`config.mk`:
```
export PLATFORM = sky130hd
export DESIGN_NAME = mem_bus_arbiter
export DESIGN_NICKNAME = d
export VERILOG_FILES = /design/src/rtl/mem_bus_arbiter_pkg.sv /design/src/rtl/arb_starve_ctr.sv /design/src/rtl/mem_bus_arbiter.sv
export SDC_FILE = /design/constraint.sdc
export NUM_CORES = 1
export LEC_CHECK = 0
export BUFFER_PORTS_ARGS = -buffer_cell sky130_fd_sc_hd__buf_2
export CORE_AREA = 2 2 201 203
export CTS_CLUSTER_SIZE = 24
export DETAILED_ROUTE_END_ITERATION = 8
export DIE_AREA = 0 0 203 205
export PLACE_DENSITY = 0.43
export SLEW_MARGIN = 0
export SYNTH_ARGS = -nofsm -noshare
export SYNTH_HDL_FRONTEND = slang
export SYNTH_HIERARCHICAL = 1
export SYNTH_SLANG_ARGS = --single-unit
```
`constraint.sdc`:
```
create_clock -name clk -period 2.6 [get_ports clk]
set_input_delay 0.26 -clock clk [delete_from_list [all_inputs] [get_ports clk]]
set_output_delay 0.26 -clock clk [all_outputs]
set_load 0.02 [all_outputs]
```
`src/rtl/mem_bus_arbiter_pkg.sv`:
```
// Shared bus types for the core-to-cache arbiter: ibus/dbus request and
// response structs, the merged cbus request/response, and size/len/burst
// encodings. Ports: none (package).
package mem_bus_arbiter_pkg;

    typedef logic [2:0] msize_t;
    localparam msize_t MSIZE4 = 3'b010;
    localparam msize_t MSIZE8 = 3'b011;

    // AXI-style length encoding: beats minus one.
    typedef logic [3:0] mlen_t;
    localparam mlen_t MLEN1 = 4'd0;

    typedef logic [1:0] axi_burst_t;
    localparam axi_burst_t AXI_BURST_FIXED = 2'b00;

    typedef struct packed {
        logic        valid;
        logic [63:0] addr;
    } ibus_req_t;

    typedef struct packed {
        logic        addr_ok;
        logic        data_ok;
        logic [31:0] data;
    } ibus_resp_t;

    typedef struct packed {
        logic        valid;
        logic [63:0] addr;
        msize_t      size;
        logic [7:0]  strobe;
        logic [63:0] data;
    } dbus_req_t;

    typedef struct packed {
        logic        addr_ok;
        logic        data_ok;
        logic [63:0] data;
    } dbus_resp_t;

    typedef struct packed {
        logic        valid;
        logic        is_write;
        msize_t      size;
        logic [63:0] addr;
        logic [7:0]  strobe;
        logic [63:0] data;
        mlen_t       len;
        axi_burst_t  burst;
    } cbus_req_t;

    typedef struct packed {
        logic        ready;
        logic        last;
        logic [63:0] data;
    } cbus_resp_t;

endpackage

```
`src/rtl/arb_starve_ctr.sv`:
```
// Saturating ibus starvation counter: counts dbus wins while ibus waits.
// Latency: at_max_o reflects the registered count (one cycle after inc_i).
// Backpressure: none; clr_i takes priority over inc_i.
// Ports: clk, reset (sync, active-low), inc_i, clr_i, at_max_o.
module arb_starve_ctr #(
    parameter int MAX = 4,
    parameter int W   = 3   // 2**W must exceed MAX
) (
    input  logic clk,
    input  logic reset,
    input  logic inc_i,
    input  logic clr_i,
    output logic at_max_o
);

    logic [W-1:0] cnt_q, cnt_d;

    always_comb begin
        cnt_d = cnt_q;
        if (clr_i) begin
            cnt_d = '0;
        end else if (inc_i && (cnt_q != W'(MAX))) begin
            cnt_d = cnt_q + W'(1);
        end
    end

    always_ff @(posedge clk) begin
        if (!reset) begin
            cnt_q <= '0;
        end else begin
            cnt_q <= cnt_d;
        end
    end

    assign at_max_o = (cnt_q == W'(MAX));

endmodule

```
`src/rtl/mem_bus_arbiter.sv`:
```
// Merges core ibus and dbus into one single-beat cbus; dbus-first with ibus anti-starvation.
// Latency: request seen in IDLE cycle N drives oreq.valid from N+1; response combinational on ready&&last.
// Backpressure: request held on cbus until ready&&last; one IDLE cycle between transactions.
// Ports: clk, reset (sync, active-low), ireq/iresp (ibus), dreq/dresp (dbus),
//        oreq/oresp (cache/memory bus). Struct layouts live in mem_bus_arbiter_pkg.
module mem_bus_arbiter
    import mem_bus_arbiter_pkg::*;
#(
    parameter int STARVE_MAX = 4,
    parameter int CNT_W      = 3
) (
    input  logic                            clk,
    input  logic                            reset,
    input  logic [$bits(ibus_req_t)-1:0]    ireq,
    output logic [$bits(ibus_resp_t)-1:0]   iresp,
    input  logic [$bits(dbus_req_t)-1:0]    dreq,
    output logic [$bits(dbus_resp_t)-1:0]   dresp,
    output logic [$bits(cbus_req_t)-1:0]    oreq,
    input  logic [$bits(cbus_resp_t)-1:0]   oresp
);

    typedef enum logic [1:0] {IDLE, BUSY_I, BUSY_D} arb_state_t;

    ibus_req_t  ireq_s;
    dbus_req_t  dreq_s;
    cbus_resp_t oresp_s;
    ibus_resp_t iresp_s;
    dbus_resp_t dresp_s;

    assign ireq_s  = ireq;
    assign dreq_s  = dreq;
    assign oresp_s = oresp;

    arb_state_t state_q, state_d;
    cbus_req_t  lat_q, lat_d;    // valid bit doubles as "BUSY" for the cbus
    logic       grant_d, grant_i, done, at_max;

    always_comb begin
        state_d = state_q;
        lat_d   = lat_q;
        grant_d = 1'b0;
        grant_i = 1'b0;
        done    = 1'b0;
        case (state_q)
            IDLE: begin
                if (dreq_s.valid && !(ireq_s.valid && at_max)) begin
                    grant_d = 1'b1;
                    state_d = BUSY_D;
                    lat_d   = '{valid: 1'b1, is_write: |dreq_s.strobe, size: dreq_s.size,
                                addr: dreq_s.addr, strobe: dreq_s.strobe, data: dreq_s.data,
                                len: MLEN1, burst: AXI_BURST_FIXED};
                end else if (ireq_s.valid) begin
                    grant_i = 1'b1;
                    state_d = BUSY_I;
                    lat_d   = '{valid: 1'b1, is_write: 1'b0, size: MSIZE4,
                                addr: ireq_s.addr, strobe: 8'h00, data: 64'h0,
                                len: MLEN1, burst: AXI_BURST_FIXED};
                end
            end
            BUSY_I, BUSY_D: begin
                // ready without last never completes; only single beats are issued.
                if (oresp_s.ready && oresp_s.last) begin
                    done        = 1'b1;
                    state_d     = IDLE;
                    lat_d.valid = 1'b0;
                end
            end
            default: state_d = IDLE;
        endcase
    end

    always_ff @(posedge clk) begin
        if (!reset) begin
            state_q <= IDLE;
            lat_q   <= '0;
        end else begin
            state_q <= state_d;
            lat_q   <= lat_d;
        end
    end

    // Only the winner sees a response, and only if it is still requesting;
    // a completion landing while reset is held is dropped.
    always_comb begin
        iresp_s = '0;
        dresp_s = '0;
        if (done && reset) begin
            if (state_q == BUSY_I && ireq_s.valid) begin
                iresp_s.addr_ok = 1'b1;
                iresp_s.data_ok = 1'b1;
                iresp_s.data    = lat_q.addr[2] ? oresp_s.data[63:32] : oresp_s.data[31:0];
            end
            if (state_q == BUSY_D && dreq_s.valid) begin
                dresp_s.addr_ok = 1'b1;
                dresp_s.data_ok = 1'b1;
                dresp_s.data    = oresp_s.data;
            end
        end
    end

    assign iresp = iresp_s;
    assign dresp = dresp_s;
    assign oreq  = lat_q;

    arb_starve_ctr #(
        .MAX (STARVE_MAX),
        .W   (CNT_W)
    ) u_starve (
        .clk      (clk),
        .reset    (reset),
        .inc_i    (grant_d && ireq_s.valid),
        .clr_i    (grant_i || (state_q == IDLE && !ireq_s.valid)),
        .at_max_o (at_max)
    );

endmodule
```
==> Yosys cells after proc, flatten, opt, wreduce, memory -nomap -nowiden <==
Cells that the tools add are included.
{ "totals": {"ff_bits": 152, "in_bits": 273, "word_cells": 59} }
{ "classes": {"add_sub_neg": 1, "eq_ne": 6, "mux": 20, "bitwise_logic": 1, "reduce_logical": 21} }
{ "ops": {"columns": ["operator", "count"], "rows": [
  ["$mux 147", 2],
  ["$mux 66", 2],
  ["$mux 34", 2],
  ["$mux 32", 1],
  ["$logic_and 1x1->1", 9],
  ["$mux 1", 8],
  ["$reduce_or 8->1", 1],
  ["$mux 2", 3],
  ["$ne 3x3->1 const B", 2],
  ["$pmux 2 s2", 1],
  ["$reduce_and 2->1", 2],
  ["$reduce_bool 2->1", 2],
  ["$reduce_or 2->1", 2],
  ["$add 3x1->3 const B", 1],
  ["$eq 3x3->1 const B", 1],
  ["$reduce_and 3->1", 1],
  ["$eq 2x1->1 const B", 1],
  ["$eq 2x2->1 const B", 1],
  ["$logic_not 1->1", 2],
  ["$logic_not 2->1", 1],
  ["$ne 2x2->1 const B", 1],
  ["$pmux 1 s2", 1],
  ["$logic_or 1x1->1", 1],
  ["$not 1->1", 1]
]} }

==> Logic depth before layout (Yosys ltp) <==
Gate-level depths: netlist (run 1).
{ "logic_depth": {"word_depth": 8, "ltp_mapped": 10} }

==> Modules after synthesis <==
Netlist (run 1), hierarchy kept.
{ "modules_own_cells": {"columns": ["module", "n_inst", "cells_per_inst", "area_each_um2", "seq_area_each_um2"], "rows": [
  ["mem_bus_arbiter", 1, 807, 6769.0, 2862.7],
  ["arb_starve_ctr", 1, 18, 187.7, 60.1]
]} }

==> Least setup slack after synthesis (run 1) <==
OpenSTA, ideal clock, no wires.
{ "synth_timing": {"kind": "flip-flop to flip-flop", "start": "register u_starve.cnt_q[0]", "end": "register u_starve.cnt_q[0]", "arrival_ns": 1.881, "slack_ns": 0.647, "path_stages_with_launch": 11, "n_path_buf": 3, "path_cell_list": "dfxtp_1 inv_1 ha_1 and2_1 a21boi_1 buf_4 buf_6 buf_6 a21boi_0 or3b_1 mux2i_1"} }
{ "synth_via": {"elab_chain_cells": 8, "elab_cells_between_ends": 14} }
{ "synth_rtl": {"columns": ["element", "line_no", "rtl"], "rows": [
  ["start, declared", "arb_starve_ctr.sv:16", "logic [W-1:0] cnt_q, cnt_d;"],
  ["start signal, assigned", "arb_starve_ctr.sv:31", "cnt_q <= cnt_d;"],
  ["$eq 3x3->1 (*)", "arb_starve_ctr.sv:35", "assign at_max_o = (cnt_q == W'(MAX));"],
  ["net at_max", "mem_bus_arbiter.sv:36", "logic grant_d, grant_i, done, at_max;"],
  ["$logic_and 1x1->1 (*)", "mem_bus_arbiter.sv:46", "if (dreq_s.valid && !(ireq_s.valid && at_max)) begin"],
  ["$logic_not 1->1 (*)", "mem_bus_arbiter.sv:46", null],
  ["$logic_and 1x1->1 (*)", "mem_bus_arbiter.sv:46", null],
  ["$mux 1", "mem_bus_arbiter.sv:46", null],
  ["$mux 1", "mem_bus_arbiter.sv:44", "case (state_q)"],
  ["$logic_or 1x1->1 / $logic_and 1x1->1 (equally long branches)", "mem_bus_arbiter.sv:112, mem_bus_arbiter.sv:111", null],
  ["$reduce_or 2->1 (no source line) / $logic_and 1x1->1 (equally long branches)", null, null]
]} }
Mark *: on every way through the listed nets, which the timed path passes. The rest lies on a longest branch.
A chain may end at the register's enable or synchronous reset.

==> Worst setup path in the final report (run 1) <==
{ "layout_timing": {"start": "register state_q[0]", "end": "output iresp[18]"} }
{ "layout_via": {"elab_chain_cells": 5, "elab_cells_between_ends": 8} }
{ "layout_rtl": {"columns": ["element", "line_no", "rtl"], "rows": [
  ["start, declared", "mem_bus_arbiter.sv:34", "arb_state_t state_q, state_d;"],
  ["start signal, assigned", "mem_bus_arbiter.sv:77", "state_q <= state_d;"],
  ["$eq 2x1->1 / $eq 2x2->1 (equally long branches)", "mem_bus_arbiter.sv:44, mem_bus_arbiter.sv:88", null],
  ["$reduce_or 2->1", "mem_bus_arbiter.sv:44", null],
  ["$mux 1", "mem_bus_arbiter.sv:44", null],
  ["$logic_and 1x1->1", "mem_bus_arbiter.sv:87", "if (done && reset) begin"],
  ["$mux 34 (*)", "mem_bus_arbiter.sv:87", null],
  ["end, declared", "mem_bus_arbiter.sv:15", "output logic [$bits(ibus_resp_t)-1:0] iresp,"]
]} }
Mark *: on every way between the ends. The rest lies on a longest branch, timed or not.

==> metrics.txt, run 1 <==
# TYPE chip_impl_metric gauge
chip_impl_metric{name="setup_slack",unit="ps"} 174
chip_impl_metric{name="netlist.area_leader.share",unit="%"} 42.0
chip_impl_metric{name="endpoint_arrival_time_on_the_critical_path",unit="ps"} 2170
chip_impl_metric{name="numClockSinks",unit=""} 146
chip_impl_info{name="worstSetupPathType",value="reg2out"} 1
chip_impl_metric{name="routed_wire_length_per_instance",unit="um"} 17.4
chip_impl_metric{name="synth-seq-cells",unit=""} 146
chip_impl_metric{name="register_area_share_after_synthesis",unit="%"} 42.0
chip_impl_metric{name="cts.path.max_buffers",unit=""} 2
chip_impl_metric{name="core_region_area",unit="um^2"} 39400
chip_impl_metric{name="drt_first_iter_violations",unit=""} 419
chip_impl_metric{name="critPathMaxFanout",unit=""} 33
chip_impl_metric{name="max_vdd_drop",unit="mV"} 0.421
chip_impl_metric{name="power_density",unit="nW/um^2"} 692
chip_impl_info{name="worstSetupEndpointType",value="output port"} 1
chip_impl_metric{name="clkSlewWorstSetupHoldPaths",unit="ps"} 70
chip_impl_metric{name="post_cts_buffers",unit=""} 0
chip_impl_info{name="crit-reg2reg-launch",value="u_starve/cnt_q[0]"} 1
chip_impl_metric{name="antenna_violations_before_repair",unit=""} 10
chip_impl_metric{name="post-place-ws",unit="ps"} 568
chip_impl_metric{name="floorplan.io_pins",unit=""} 520
chip_impl_metric{name="die_w",unit="um"} 203
chip_impl_metric{name="yosysWarnings",unit=""} 6
chip_impl_metric{name="final_max_slew_viol_count",unit=""} 0
chip_impl_metric{name="num_vias",unit=""} 7803
chip_impl_metric{name="final_layout_size_suffix_gt1_share",unit="%"} 44.0
chip_impl_info{name="clockRootBuffer",value="sky130_fd_sc_hd__clkbuf_16"} 1
chip_impl_metric{name="start_util",unit="%"} 17.7
chip_impl_metric{name="ctsHtreeMaxLevel",unit=""} 4
chip_impl_metric{name="grt_max_degree",unit=""} 152
chip_impl_metric{name="setup_violations",unit=""} 0
chip_impl_info{name="holdCritStartpoint",value="ireq[2]"} 1
chip_impl_metric{name="latest_clock_arrival_within_the_worst_skew_pair",unit="ps"} 440
chip_impl_metric{name="synthDistinctLibCells",unit=""} 38
chip_impl_metric{name="timing.reg2reg.worst_path_depth",unit=""} 7
chip_impl_metric{name="final_nets",unit=""} 1564
chip_impl_metric{name="cts_made_buffers",unit=""} 17
chip_impl_metric{name="data_required_time_of_the_critical_path",unit="ps"} 2340
chip_impl_metric{name="area.growth.synth_to_final",unit="%"} 52.6
chip_impl_metric{name="leakagePower",unit="nW"} 5.12
chip_impl_metric{name="gr-total-overflow",unit=""} 0
chip_impl_metric{name="ant_nets",unit=""} 0
chip_impl_metric{name="floorplan.rows",unit=""} 73
chip_impl_metric{name="detailed_place_hpwl",unit="um"} 23300
chip_impl_info{name="cts_tree",value="done"} 1
chip_impl_info{name="regToRegEndpoint",value="u_starve/cnt_q[0]"} 1
chip_impl_metric{name="drc_errors",unit=""} 0
chip_impl_metric{name="postSynthAreaPerCell",unit="um^2"} 8.43
chip_impl_info{name="hold_wc_path_type",value="in2reg"} 1
chip_impl_metric{name="vias_per_cell",unit=""} 4.27
chip_impl_metric{name="dieArea",unit="um^2"} 41600
chip_impl_info{name="unrepaired_setup_endpoints_after_global_routing",value="false"} 1
chip_impl_metric{name="io_buffers",unit=""} 513
chip_impl_info{name="run_status",value="finished clean"} 1
chip_impl_info{name="main_area_contributors_after_synthesis",value="sky130_fd_sc_hd__dfxtp_1 (42%), sky130_fd_sc_hd__a21oi_1 (9.4%), sky130_fd_sc_hd__a32oi_1 (9.3%)"} 1
chip_impl_metric{name="post_synth_inst_count",unit=""} 825
chip_impl_metric{name="final.setup_skew",unit="ps"} 14.8
chip_impl_info{name="netlist.top_cell.by_area",value="sky130_fd_sc_hd__dfxtp_1"} 1
chip_impl_metric{name="fin_crit",unit="ps"} 2430
chip_impl_metric{name="timing.hold.worst_path_depth",unit=""} 3
chip_impl_metric{name="vias_in_the_first_global_route",unit=""} 7294
chip_impl_metric{name="period_share",unit="%"} 93.3
chip_impl_metric{name="wl",unit="um"} 31800
chip_impl_metric{name="final_layout_setup_total_negative_slack",unit="ps"} 0
chip_impl_metric{name="finalHoldViolations",unit=""} 0
chip_impl_metric{name="slew_headroom",unit="%"} 52.5
chip_impl_metric{name="detail_route.first_pass.iterations",unit=""} 4
chip_impl_info{name="start_kind",value="register"} 1
chip_impl_info{name="hold_path_sink",value="oreq[80]"} 1
chip_impl_metric{name="maxCapViolCount",unit=""} 0
chip_impl_metric{name="groute.usage.overall",unit="%"} 14.2
chip_impl_metric{name="synthesis.area",unit="um^2"} 6960
chip_impl_metric{name="fp.dieH",unit="um"} 205
chip_impl_metric{name="r2r_slack",unit="ps"} 550
chip_impl_metric{name="first_pass_grt_wire_length",unit="um"} 45300
chip_impl_metric{name="timing.fmax",unit="GHz"} 0.412
chip_impl_metric{name="worstMarginPinSlew",unit="ps"} 710
chip_impl_metric{name="place.gp.congestion",unit=""} 0.822
==> layout by cell type, fill, tap and decap left out, types with 17 or more instances in the layout <==
master | netlist | layout
sky130_fd_sc_hd__dfxtp_1 | 146 | 145
sky130_fd_sc_hd__and2_1 | 65 | 65
sky130_fd_sc_hd__a21oi_1 | 130 | 130
sky130_fd_sc_hd__nor2b_1 | 74 | 74
sky130_fd_sc_hd__a32oi_1 | 74 | 74
sky130_fd_sc_hd__buf_2 | 24 | 512
sky130_fd_sc_hd__nor2_1 | 32 | 32
sky130_fd_sc_hd__nand2_1 | 74 | 74
sky130_fd_sc_hd__o21ai_0 | 65 | 65
sky130_fd_sc_hd__mux2i_1 | 34 | 34
sky130_fd_sc_hd__clkbuf_16 | 0 | 17
==> repair_timing <==
action	4_1_cts	5_1_grt
hold buffers	0	0
setup endpoints to repair	0	18
gates resized for setup	0	1
==> cell families (layout without fill, tap and decap cells) <==
kind of cell,Yosys count,after routing,synth area share [%]
AO/OA/AOI/OAI,282,282,24.8
multiplexers,34,34,4.89
adder cells (fa/ha/maj),5,5,0.899
AND/OR/NAND/NOR,258,258,19.7
buffers and inverters,99,568,7.63
flip-flops,146,146,42.0
other,1,11,0.0539
==> state kept, by name, summed over array words and instances, names as in the netlist <==
name / flops
u_starve/cnt_q: 3
state_q: 2
oreq: 141
==> per-layer routing <==
metal,track usage (%),part of all wire (%),vias to the layer above
met3,3.79,7.1,44
met5,0,0,-
met1,17.2,41,3602
met4,5.81,2.6,0
li1,-,-,3819
met2,24.0,49,338
==> metrics by stage <==
step	power, mW	cell area [um^2]	util, %	std cells	hold slack [ps]
CTS	7.50	10600	26.9	1824	5.71
finish	7.34	10600	27.0	1829	48.2
global route	7.76	10600	27.0	1828	24.1
floorplan	3.82	6980	-	830	394
global placement	4.61	9950	25.3	1792	448
detailed placement	4.62	9950	25.3	1792	446
==> critical path: stages, from the launching register on <==
cell	delay, ps
sky130_fd_sc_hd__dfxtp_1	360
sky130_fd_sc_hd__inv_1	70
sky130_fd_sc_hd__ha_2	340
sky130_fd_sc_hd__nand2_1	80
sky130_fd_sc_hd__or3_1	320
sky130_fd_sc_hd__buf_6	210
sky130_fd_sc_hd__nor2_1	150
sky130_fd_sc_hd__buf_2	180
==> synth_stat cells <==
library cell and number:
sky130_fd_sc_hd__ha_1 5, sky130_fd_sc_hd__inv_1 5, sky130_fd_sc_hd__a21bo_2 1, sky130_fd_sc_hd__nand3b_1 3, sky130_fd_sc_hd__or3b_1 1, sky130_fd_sc_hd__and4b_1 1
sky130_fd_sc_hd__o21bai_1 1, sky130_fd_sc_hd__o221a_2 1, sky130_fd_sc_hd__a21o_1 1, sky130_fd_sc_hd__o21ai_2 1, sky130_fd_sc_hd__o2111ai_1 1, sky130_fd_sc_hd__dfxtp_1 146
sky130_fd_sc_hd__buf_1 2, sky130_fd_sc_hd__conb_1 1, sky130_fd_sc_hd__a21boi_1 2, sky130_fd_sc_hd__or4_1 2, sky130_fd_sc_hd__clkbuf_1 44, sky130_fd_sc_hd__nor3b_1 1
sky130_fd_sc_hd__nor3_1 1, sky130_fd_sc_hd__buf_6 11, sky130_fd_sc_hd__nand2_1 74, sky130_fd_sc_hd__and3_1 1, sky130_fd_sc_hd__nor2b_1 74, sky130_fd_sc_hd__nor4b_2 1
sky130_fd_sc_hd__and2_1 65, sky130_fd_sc_hd__mux2i_1 34, sky130_fd_sc_hd__buf_2 24, sky130_fd_sc_hd__clkbuf_2 1, sky130_fd_sc_hd__o21ai_0 65, sky130_fd_sc_hd__or3_1 1
sky130_fd_sc_hd__nor2_1 32, sky130_fd_sc_hd__buf_4 12, sky130_fd_sc_hd__a32oi_1 74, sky130_fd_sc_hd__a21oi_1 130, sky130_fd_sc_hd__a21boi_0 2, sky130_fd_sc_hd__o21a_1 1
sky130_fd_sc_hd__o22ai_1 2, sky130_fd_sc_hd__nand3_1 1
==> worst max-delay path by stage <==
stage / start / to / slack [ps] / depth (start not counted)
floorplan: u_starve/cnt_q[0] / u_starve/cnt_q[0] / 650 / 10
global placement: state_q[0] / iresp[7] / 640 / 7
detailed placement: u_starve/cnt_q[0] / u_starve/cnt_q[0] / 570 / 7
CTS: state_q[0] / iresp[18] / 70 / 7
global route: state_q[1] / iresp[28] / 4 / 7
finish: state_q[0] / iresp[18] / 170 / 7
==> area by class of cell <==
class | instances | area, um^2
clock buffers | 17 | 425
clock inverters | 15 | 223
repair buffers | 531 | 2810
flip-flops and latches | 146 | 2920
diodes | 5 | 12.5
multi-input cells | 585 | 3550
well taps | 525 | 657
fillers | 4355 | 28700
inverters | 5 | 18.8
==> power by group <==
part | leakage [nW] | internal (mW) | switching [mW]
Clock | 0.311 | 1.64 | 1.15
Sequential | 1.21 | 2.50 | 0.124
Combinational | 3.61 | 0.714 | 1.22
Total | 5.12 | 4.85 | 2.49
(Power assumes the default switching activity.)
==> run 2: changes to the inputs <==
- ABC_AREA: not set -> 1
- CORE_AREA: 2 2 201 203 -> 2 2 200 202
- DIE_AREA: 0 0 203 205 -> 0 0 202 204
==> run 2 against run 1 <==
- highest routed layer is now met5
- die area fell by 0.98%
- synthesized cell count rose by 30%
- global-route usage fell by 0.22 points
- setup slack got worse by 15 ps
==> metrics.txt, run 2 <==
# TYPE chip_impl_metric gauge
chip_impl_info{name="run_status",value="finished clean"} 1
chip_impl_info{name="cts_tree",value="done"} 1
chip_impl_metric{name="ant_nets",unit=""} 0
chip_impl_metric{name="r2r_slack",unit="ps"} 500
chip_impl_info{name="mostFrequentLayoutCells",value="sky130_fd_sc_hd__buf_2 (513), sky130_fd_sc_hd__nand2_1 (323), sky130_fd_sc_hd__nor2_1 (179)"} 1
chip_impl_metric{name="floorplan.rows",unit=""} 73
chip_impl_metric{name="netlist.area_leader.share",unit="%"} 42.4
chip_impl_info{name="start_kind",value="register"} 1
chip_impl_info{name="synth_common_cells",value="sky130_fd_sc_hd__nand2_1 (324), sky130_fd_sc_hd__nor2_1 (179), sky130_fd_sc_hd__dfxtp_1 (146), sky130_fd_sc_hd__a21oi_1 (144), sky130_fd_sc_hd__o21ai_0 (95)"} 1
chip_impl_metric{name="core_region_area",unit="um^2"} 39200
chip_impl_metric{name="data_required_time_of_the_critical_path",unit="ps"} 2340
chip_impl_metric{name="synthDistinctLibCells",unit=""} 19
chip_impl_metric{name="cts.path.max_buffers",unit=""} 2
chip_impl_metric{name="postSynthAreaPerCell",unit="um^2"} 6.42
chip_impl_metric{name="area.growth.synth_to_final",unit="%"} 52.6
chip_impl_info{name="regToRegEndpoint",value="oreq[140]"} 1
chip_impl_metric{name="largest_register_ffs",unit=""} 141
chip_impl_info{name="timing.critical_path.max_delay_family",value="buffers and inverters"} 1
chip_impl_metric{name="leakagePower",unit="nW"} 5.74
chip_impl_metric{name="slew_headroom",unit="%"} 40.0
chip_impl_metric{name="total_power",unit="mW"} 6.93
chip_impl_metric{name="floorplan.io_pins",unit=""} 520
chip_impl_info{name="crit_slowest_cell",value="sky130_fd_sc_hd__dfxtp_1"} 1
chip_impl_metric{name="ctsHtreeMaxLevel",unit=""} 4
chip_impl_metric{name="standard_cell_area_after_detailed_placement",unit="um^2"} 9910
chip_impl_metric{name="grt_max_degree",unit=""} 78
chip_impl_metric{name="post_cts_resize_count",unit=""} 0
chip_impl_metric{name="detail_route.first_pass.iterations",unit=""} 4
chip_impl_metric{name="num_vias",unit=""} 8355
chip_impl_metric{name="wl_met1",unit="um"} 12800
chip_impl_metric{name="groute.usage.overall",unit="%"} 14.0
chip_impl_metric{name="detailroute.wirelength.met3",unit="um"} 1840
chip_impl_metric{name="latest_clock_arrival_within_the_worst_skew_pair",unit="ps"} 420
chip_impl_info{name="unrepaired_setup_endpoints_after_global_routing",value="false"} 1
chip_impl_metric{name="register_area_share_after_synthesis",unit="%"} 42.4
chip_impl_metric{name="worstMarginPinSlew",unit="ps"} 901
chip_impl_metric{name="wl_met2",unit="um"} 15600
chip_impl_metric{name="yosysWarnings",unit=""} 6
chip_impl_info{name="holdCritStartpoint",value="dreq[75]"} 1
chip_impl_metric{name="asyncSetResetFlopFracSynth",unit="%"} 0
chip_impl_metric{name="timing.hold.worst_path_depth",unit=""} 3
chip_impl_metric{name="critical_path.n_buffers_inverters",unit=""} 4
chip_impl_metric{name="vias_in_the_first_global_route",unit=""} 7786
chip_impl_info{name="mostFrequentLayoutCell",value="sky130_fd_sc_hd__buf_2"} 1
chip_impl_info{name="critical_path_cell_by_cell",value="inv_1, ha_1, inv_1, nor3_2, nand3_2, buf_8, nor2_1, buf_2"} 1
chip_impl_info{name="clockRootBuffer",value="sky130_fd_sc_hd__clkbuf_16"} 1
chip_impl_info{name="worstSetupPathType",value="reg2out"} 1
chip_impl_metric{name="synth_edf_count",unit=""} 0
chip_impl_info{name="worstSetupEndpointType",value="output port"} 1
chip_impl_metric{name="finish.cell_count_without_fillers",unit=""} 2085
chip_impl_info{name="hold_path_sink",value="oreq[78]"} 1
chip_impl_metric{name="period_share",unit="%"} 93.9
chip_impl_metric{name="final_layout_setup_total_negative_slack",unit="ps"} 0
chip_impl_metric{name="vias_per_cell",unit=""} 4.01
chip_impl_info{name="crit-reg2reg-launch",value="u_starve/cnt_q[0]"} 1
chip_impl_metric{name="antenna_violations_before_repair",unit=""} 6
chip_impl_metric{name="finalHoldViolations",unit=""} 0
chip_impl_metric{name="first_pass_grt_wire_length",unit="um"} 45000
chip_impl_metric{name="maxCapViolCount",unit=""} 0
chip_impl_metric{name="cts_made_buffers",unit=""} 17
chip_impl_metric{name="max_vdd_drop",unit="mV"} 0.347
chip_impl_info{name="netlist.top_cell.by_area",value="sky130_fd_sc_hd__dfxtp_1"} 1
chip_impl_info{name="crit_top_cell",value="sky130_fd_sc_hd__inv_1"} 1
chip_impl_info{name="routed.top_layer",value="met5"} 1
chip_impl_metric{name="place_inst",unit=""} 2052
chip_impl_metric{name="gr-total-overflow",unit=""} 0
chip_impl_metric{name="place.gp.congestion",unit=""} 0.829
chip_impl_metric{name="post_cts_buffers",unit=""} 0
chip_impl_metric{name="routed_wire_length_per_instance",unit="um"} 14.7
chip_impl_metric{name="setup_slack",unit="ps"} 159
chip_impl_metric{name="setup_violations",unit=""} 0
chip_impl_metric{name="endpoint_arrival_time_on_the_critical_path",unit="ps"} 2180
chip_impl_metric{name="io_buffers",unit=""} 513
chip_impl_metric{name="synthesis.area",unit="um^2"} 6900
chip_impl_metric{name="worst_path_largest_cell_delay",unit="ps"} 360
chip_impl_metric{name="power_density",unit="nW/um^2"} 659
chip_impl_metric{name="clkSlewWorstSetupHoldPaths",unit="ps"} 70
chip_impl_metric{name="timing.fmax",unit="GHz"} 0.410
chip_impl_metric{name="numClockSinks",unit=""} 146
chip_impl_metric{name="timing.reg2reg.worst_path_depth",unit=""} 12
chip_impl_metric{name="drt_first_iter_violations",unit=""} 541
chip_impl_metric{name="start_util",unit="%"} 17.6
chip_impl_info{name="synthFlopType",value="sky130_fd_sc_hd__dfxtp_1"} 1
chip_impl_metric{name="final_design_area_no_fill",unit="um^2"} 10500
chip_impl_info{name="main_area_contributors_after_synthesis",value="sky130_fd_sc_hd__dfxtp_1 (42%), sky130_fd_sc_hd__nand2_1 (18%), sky130_fd_sc_hd__a21oi_1 (10%)"} 1
chip_impl_metric{name="post_synth_inst_count",unit=""} 1074
chip_impl_metric{name="synth-seq-cells",unit=""} 146
chip_impl_metric{name="wl",unit="um"} 30700
chip_impl_metric{name="dieArea",unit="um^2"} 41200
chip_impl_metric{name="critPathMaxFanout",unit=""} 65
chip_impl_metric{name="die_w",unit="um"} 202
chip_impl_metric{name="fp.dieH",unit="um"} 204
chip_impl_metric{name="fin_crit",unit="ps"} 2440
chip_impl_metric{name="final_nets",unit=""} 1824
chip_impl_metric{name="final.setup_skew",unit="ps"} 7.51
chip_impl_metric{name="cts_hold_buf",unit=""} 0
chip_impl_metric{name="detailed_place_hpwl",unit="um"} 23100
chip_impl_metric{name="post-place-ws",unit="ps"} 471
chip_impl_metric{name="final_max_slew_viol_count",unit=""} 0
chip_impl_metric{name="final_layout_size_suffix_gt1_share",unit="%"} 36.8
chip_impl_info{name="hold_wc_path_type",value="in2reg"} 1
chip_impl_metric{name="drc_errors",unit=""} 0
chip_impl_info{name="yosys.cell_count.top_type",value="sky130_fd_sc_hd__nand2_1"} 1
[run 2: how the worst max path moves through the flow]
stage,startpoint,end,slack [ps],cells past startpoint
after floorplan,state_q[0],dresp[65],670,9
after global placement,state_q[0],dresp[3],510,8
after detailed placement,state_q[0],dresp[3],470,8
after CTS,state_q[0],dresp[3],5,8
after global routing,state_q[0],dresp[3],2,8
final,state_q[0],dresp[3],160,8
[run 2: cell type report]
cell class                 count  area (um^2)
clock buffer                  18          429
clock inverter                14          168
inverter                      83          313
tap                          525          657
sequential                   146         2920
antenna                        1         2.50
timing repair buffer         531         2760
multi-input combinational    767         3270
fill                        4458        28700
[run 2: cells by family after synthesis]
logic type      after synthesis  share of synthesized area, %
compound gates              242                          17.6
flops                       146                          42.4
simple gates                514                          28.3
other cells                   1                        0.0544
buf+inv                     166                          10.7
fa+ha+maj                     5                         0.907
[run 2: where the power goes]
group | total [mW] | internal [mW] | switching, mW
clock | 2.59 | 1.45 | 1.14
sequential | 2.60 | 2.48 | 0.118
combinational | 1.75 | 0.610 | 1.14
total | 6.93 | 4.54 | 2.39
[run 2: worst min-delay path, delay by kind of cell]
| family | cells | cell delay (ps) |
|---|---|---|
| buffers and inverters | 1 | 70 |
| AOI/OAI and AO/OA | 1 | 50 |
| and+or+nand+nor | 1 | 70 |
[run 2: per-stage QoR]
stage / util, % / hold slack (ps)
after global placement: 25.3 / 449
after detailed placement: 25.3 / 452
final: 26.9 / 61.3
after CTS: 26.8 / 37.1
after floorplan: - / 395
after global routing: 26.9 / 43.3
[run 2: layer usage]
layer	vias to the layer above	global-route usage (%)
met5	-	0
met4	4	3.76
met3	30	3.28
met2	276	25.8
met1	3767	16.2
li1	4278	-
==> run 3: changes to the inputs <==
- CAP_MARGIN: not set -> 10
- CORE_AREA: 2 2 200 202 -> 10 10 196 198
- DIE_AREA: 0 0 202 204 -> 0 0 206 208
- PLACE_DENSITY: 0.43 -> 0.47
==> run 3 against run 2 <==
- via count up 1.3%
- critical path depth unchanged
- fmax is essentially flat
- final area fell by 1.2%
- largest power group unchanged
- combinational power about the same
- final cell count is 3.4% lower
- core utilization is 3.4 points higher
- sequential cell count unchanged
- routed wire length up 16%
==> metrics.txt, run 3 (synthesis results as in run 2) <==
# TYPE chip_impl_metric gauge
chip_impl_metric{name="numClockSinks",unit=""} 146
chip_impl_info{name="worstSetupPathType",value="reg2out"} 1
chip_impl_info{name="worstSetupEndpointType",value="output port"} 1
chip_impl_metric{name="latest_clock_arrival_within_the_worst_skew_pair",unit="ps"} 420
chip_impl_metric{name="die_w",unit="um"} 206
chip_impl_info{name="mostFrequentLayoutCell",value="sky130_fd_sc_hd__buf_2"} 1
chip_impl_metric{name="floorplan.rows",unit=""} 68
chip_impl_metric{name="cts.path.max_buffers",unit=""} 2
chip_impl_metric{name="postLayoutCoreUtil",unit="%"} 30.2
chip_impl_metric{name="grt_max_degree",unit=""} 81
chip_impl_metric{name="detailed_place_hpwl",unit="um"} 27800
chip_impl_metric{name="power_density",unit="nW/um^2"} 653
chip_impl_metric{name="drt_first_iter_violations",unit=""} 511
chip_impl_metric{name="detail_route.first_pass.iterations",unit=""} 5
chip_impl_metric{name="setup_violations",unit=""} 0
chip_impl_metric{name="finalHoldViolations",unit=""} 0
chip_impl_metric{name="timing.reg2reg.worst_path_depth",unit=""} 10
chip_impl_metric{name="largest_register_ffs",unit=""} 141
chip_impl_metric{name="final_layout_size_suffix_gt1_share",unit="%"} 36.8
chip_impl_metric{name="vias_per_cell",unit=""} 4.20
chip_impl_metric{name="antenna_violations_before_repair",unit=""} 13
chip_impl_info{name="clockRootBuffer",value="sky130_fd_sc_hd__clkbuf_16"} 1
chip_impl_metric{name="start_util",unit="%"} 20.1
chip_impl_metric{name="final.setup_skew",unit="ps"} 13.9
chip_impl_metric{name="dieArea",unit="um^2"} 42800
chip_impl_metric{name="critPathMaxFanout",unit=""} 36
chip_impl_metric{name="worstMarginPinSlew",unit="ps"} 884
chip_impl_metric{name="timing.hold.worst_path_depth",unit=""} 3
chip_impl_metric{name="groute.usage.overall",unit="%"} 15.4
chip_impl_metric{name="drc_errors",unit=""} 0
chip_impl_metric{name="cts_made_buffers",unit=""} 17
chip_impl_metric{name="gr-total-overflow",unit=""} 0
chip_impl_metric{name="slew_headroom",unit="%"} 41.1
chip_impl_metric{name="data_required_time_of_the_critical_path",unit="ps"} 2340
chip_impl_metric{name="ant_nets",unit=""} 0
chip_impl_metric{name="fp.dieH",unit="um"} 208
chip_impl_metric{name="final_max_slew_viol_count",unit=""} 0
chip_impl_metric{name="maxCapViolCount",unit=""} 0
chip_impl_metric{name="standard_cell_area_after_detailed_placement",unit="um^2"} 9810
chip_impl_info{name="run_status",value="finished clean"} 1
chip_impl_metric{name="core_region_area",unit="um^2"} 34400
chip_impl_metric{name="timing.fmax",unit="GHz"} 0.409
chip_impl_metric{name="final_nets",unit=""} 1822
chip_impl_metric{name="io_buffers",unit=""} 513
chip_impl_metric{name="max_vdd_drop",unit="mV"} 0.394
chip_impl_metric{name="leakagePower",unit="nW"} 5.72
chip_impl_info{name="unrepaired_setup_endpoints_after_global_routing",value="false"} 1
chip_impl_metric{name="clkSlewWorstSetupHoldPaths",unit="ps"} 70
chip_impl_metric{name="first_pass_grt_wire_length",unit="um"} 51400
chip_impl_metric{name="area.growth.synth_to_final",unit="%"} 50.7
chip_impl_info{name="hold_wc_path_type",value="in2reg"} 1
chip_impl_metric{name="cts_hold_buf",unit=""} 0
chip_impl_metric{name="ctsHtreeMaxLevel",unit=""} 4
chip_impl_metric{name="num_vias",unit=""} 8465
chip_impl_metric{name="vias_in_the_first_global_route",unit=""} 8335
chip_impl_metric{name="final_layout_setup_total_negative_slack",unit="ps"} 0
chip_impl_info{name="cts_tree",value="done"} 1
chip_impl_metric{name="endpoint_arrival_time_on_the_critical_path",unit="ps"} 2180
chip_impl_metric{name="total_power",unit="mW"} 6.79
chip_impl_metric{name="floorplan.io_pins",unit=""} 520
chip_impl_metric{name="period_share",unit="%"} 94.0
chip_impl_metric{name="fin_crit",unit="ps"} 2440
chip_impl_info{name="start_kind",value="register"} 1
chip_impl_metric{name="num-fill-cells",unit=""} 3953
chip_impl_metric{name="final_design_area_no_fill",unit="um^2"} 10400
chip_impl_metric{name="wl",unit="um"} 35500
chip_impl_metric{name="place.gp.congestion",unit=""} 0.987
chip_impl_metric{name="routed_wire_length_per_instance",unit="um"} 17.6
chip_impl_info{name="mostFrequentLayoutCells",value="sky130_fd_sc_hd__buf_2 (513), sky130_fd_sc_hd__nand2_1 (323), sky130_fd_sc_hd__nor2_1 (178)"} 1
chip_impl_metric{name="timing.hold.ws",unit="ps"} 57.1
run 3: final timing paths:
| path | start | slack, ps | to |
|---|---|---|---|
| setup / recovery | state_q[0] | 160 | dresp[48] |
| hold reg to reg | oreq[42] | 460 | oreq[42] |
| setup reg to reg | u_starve/cnt_q[0] | 550 | oreq[113] |
| hold / removal | dreq[85] | 60 | oreq[88] |
run 3: repair_timing:
action                                  4_1_cts  5_1_grt
gates resized for setup                       0        1
setup buffers                                 0        0
endpoints found under the setup margin        0        1
run 3: worst max-delay path, cell delays in order (launching register included):
cell	delay, ps
sky130_fd_sc_hd__dfxtp_1	360
sky130_fd_sc_hd__inv_1	70
sky130_fd_sc_hd__ha_1	320
sky130_fd_sc_hd__inv_1	60
sky130_fd_sc_hd__nor3_2	210
sky130_fd_sc_hd__nand3_2	90
sky130_fd_sc_hd__buf_4	250
sky130_fd_sc_hd__nor2_2	190
sky130_fd_sc_hd__buf_2	200
run 3: routing by layer:
layer / GRT usage [%] / wire length (um) / part of all wire, % / vias to the layer above
li1: - / - / - / 4280
met4: 4.24 / 671 / 1.9 / 4
met3: 4.35 / 2860 / 8.1 / 39
met1: 16.0 / 13200 / 37 / 3822
met5: 0 / 22 / 0.062 / -
met2: 29.1 / 18800 / 53 / 320
run 3: cell type report:
cell class,instances,area (um^2),share of cell area (%)
Antenna cell,3,7.51,0.0722
Clock buffer,17,425,4.09
Clock inverter,14,146,1.41
Inverter,83,313,3.01
Multi-Input combinational cell,767,3270,31.5
Sequential cell,146,2920,28.1
Tap cell,455,569,5.48
Timing Repair Buffer,529,2740,26.3
run 3: stage by stage:
stage / instances / worst slack, ps
CTS: 2011 / 14.8
floorplan: 1079 / 673
global route: 2014 / 5.45
global placement: 1980 / 530
finish: 2014 / 157
detailed placement: 1980 / 498
run 3: power breakdown:
group          switching [mW]  internal, mW  total [mW]  leakage, nW
combinational            1.13         0.598        1.73         4.24
clock                    1.11          1.35        2.46        0.269
sequential              0.128          2.48        2.61         1.21
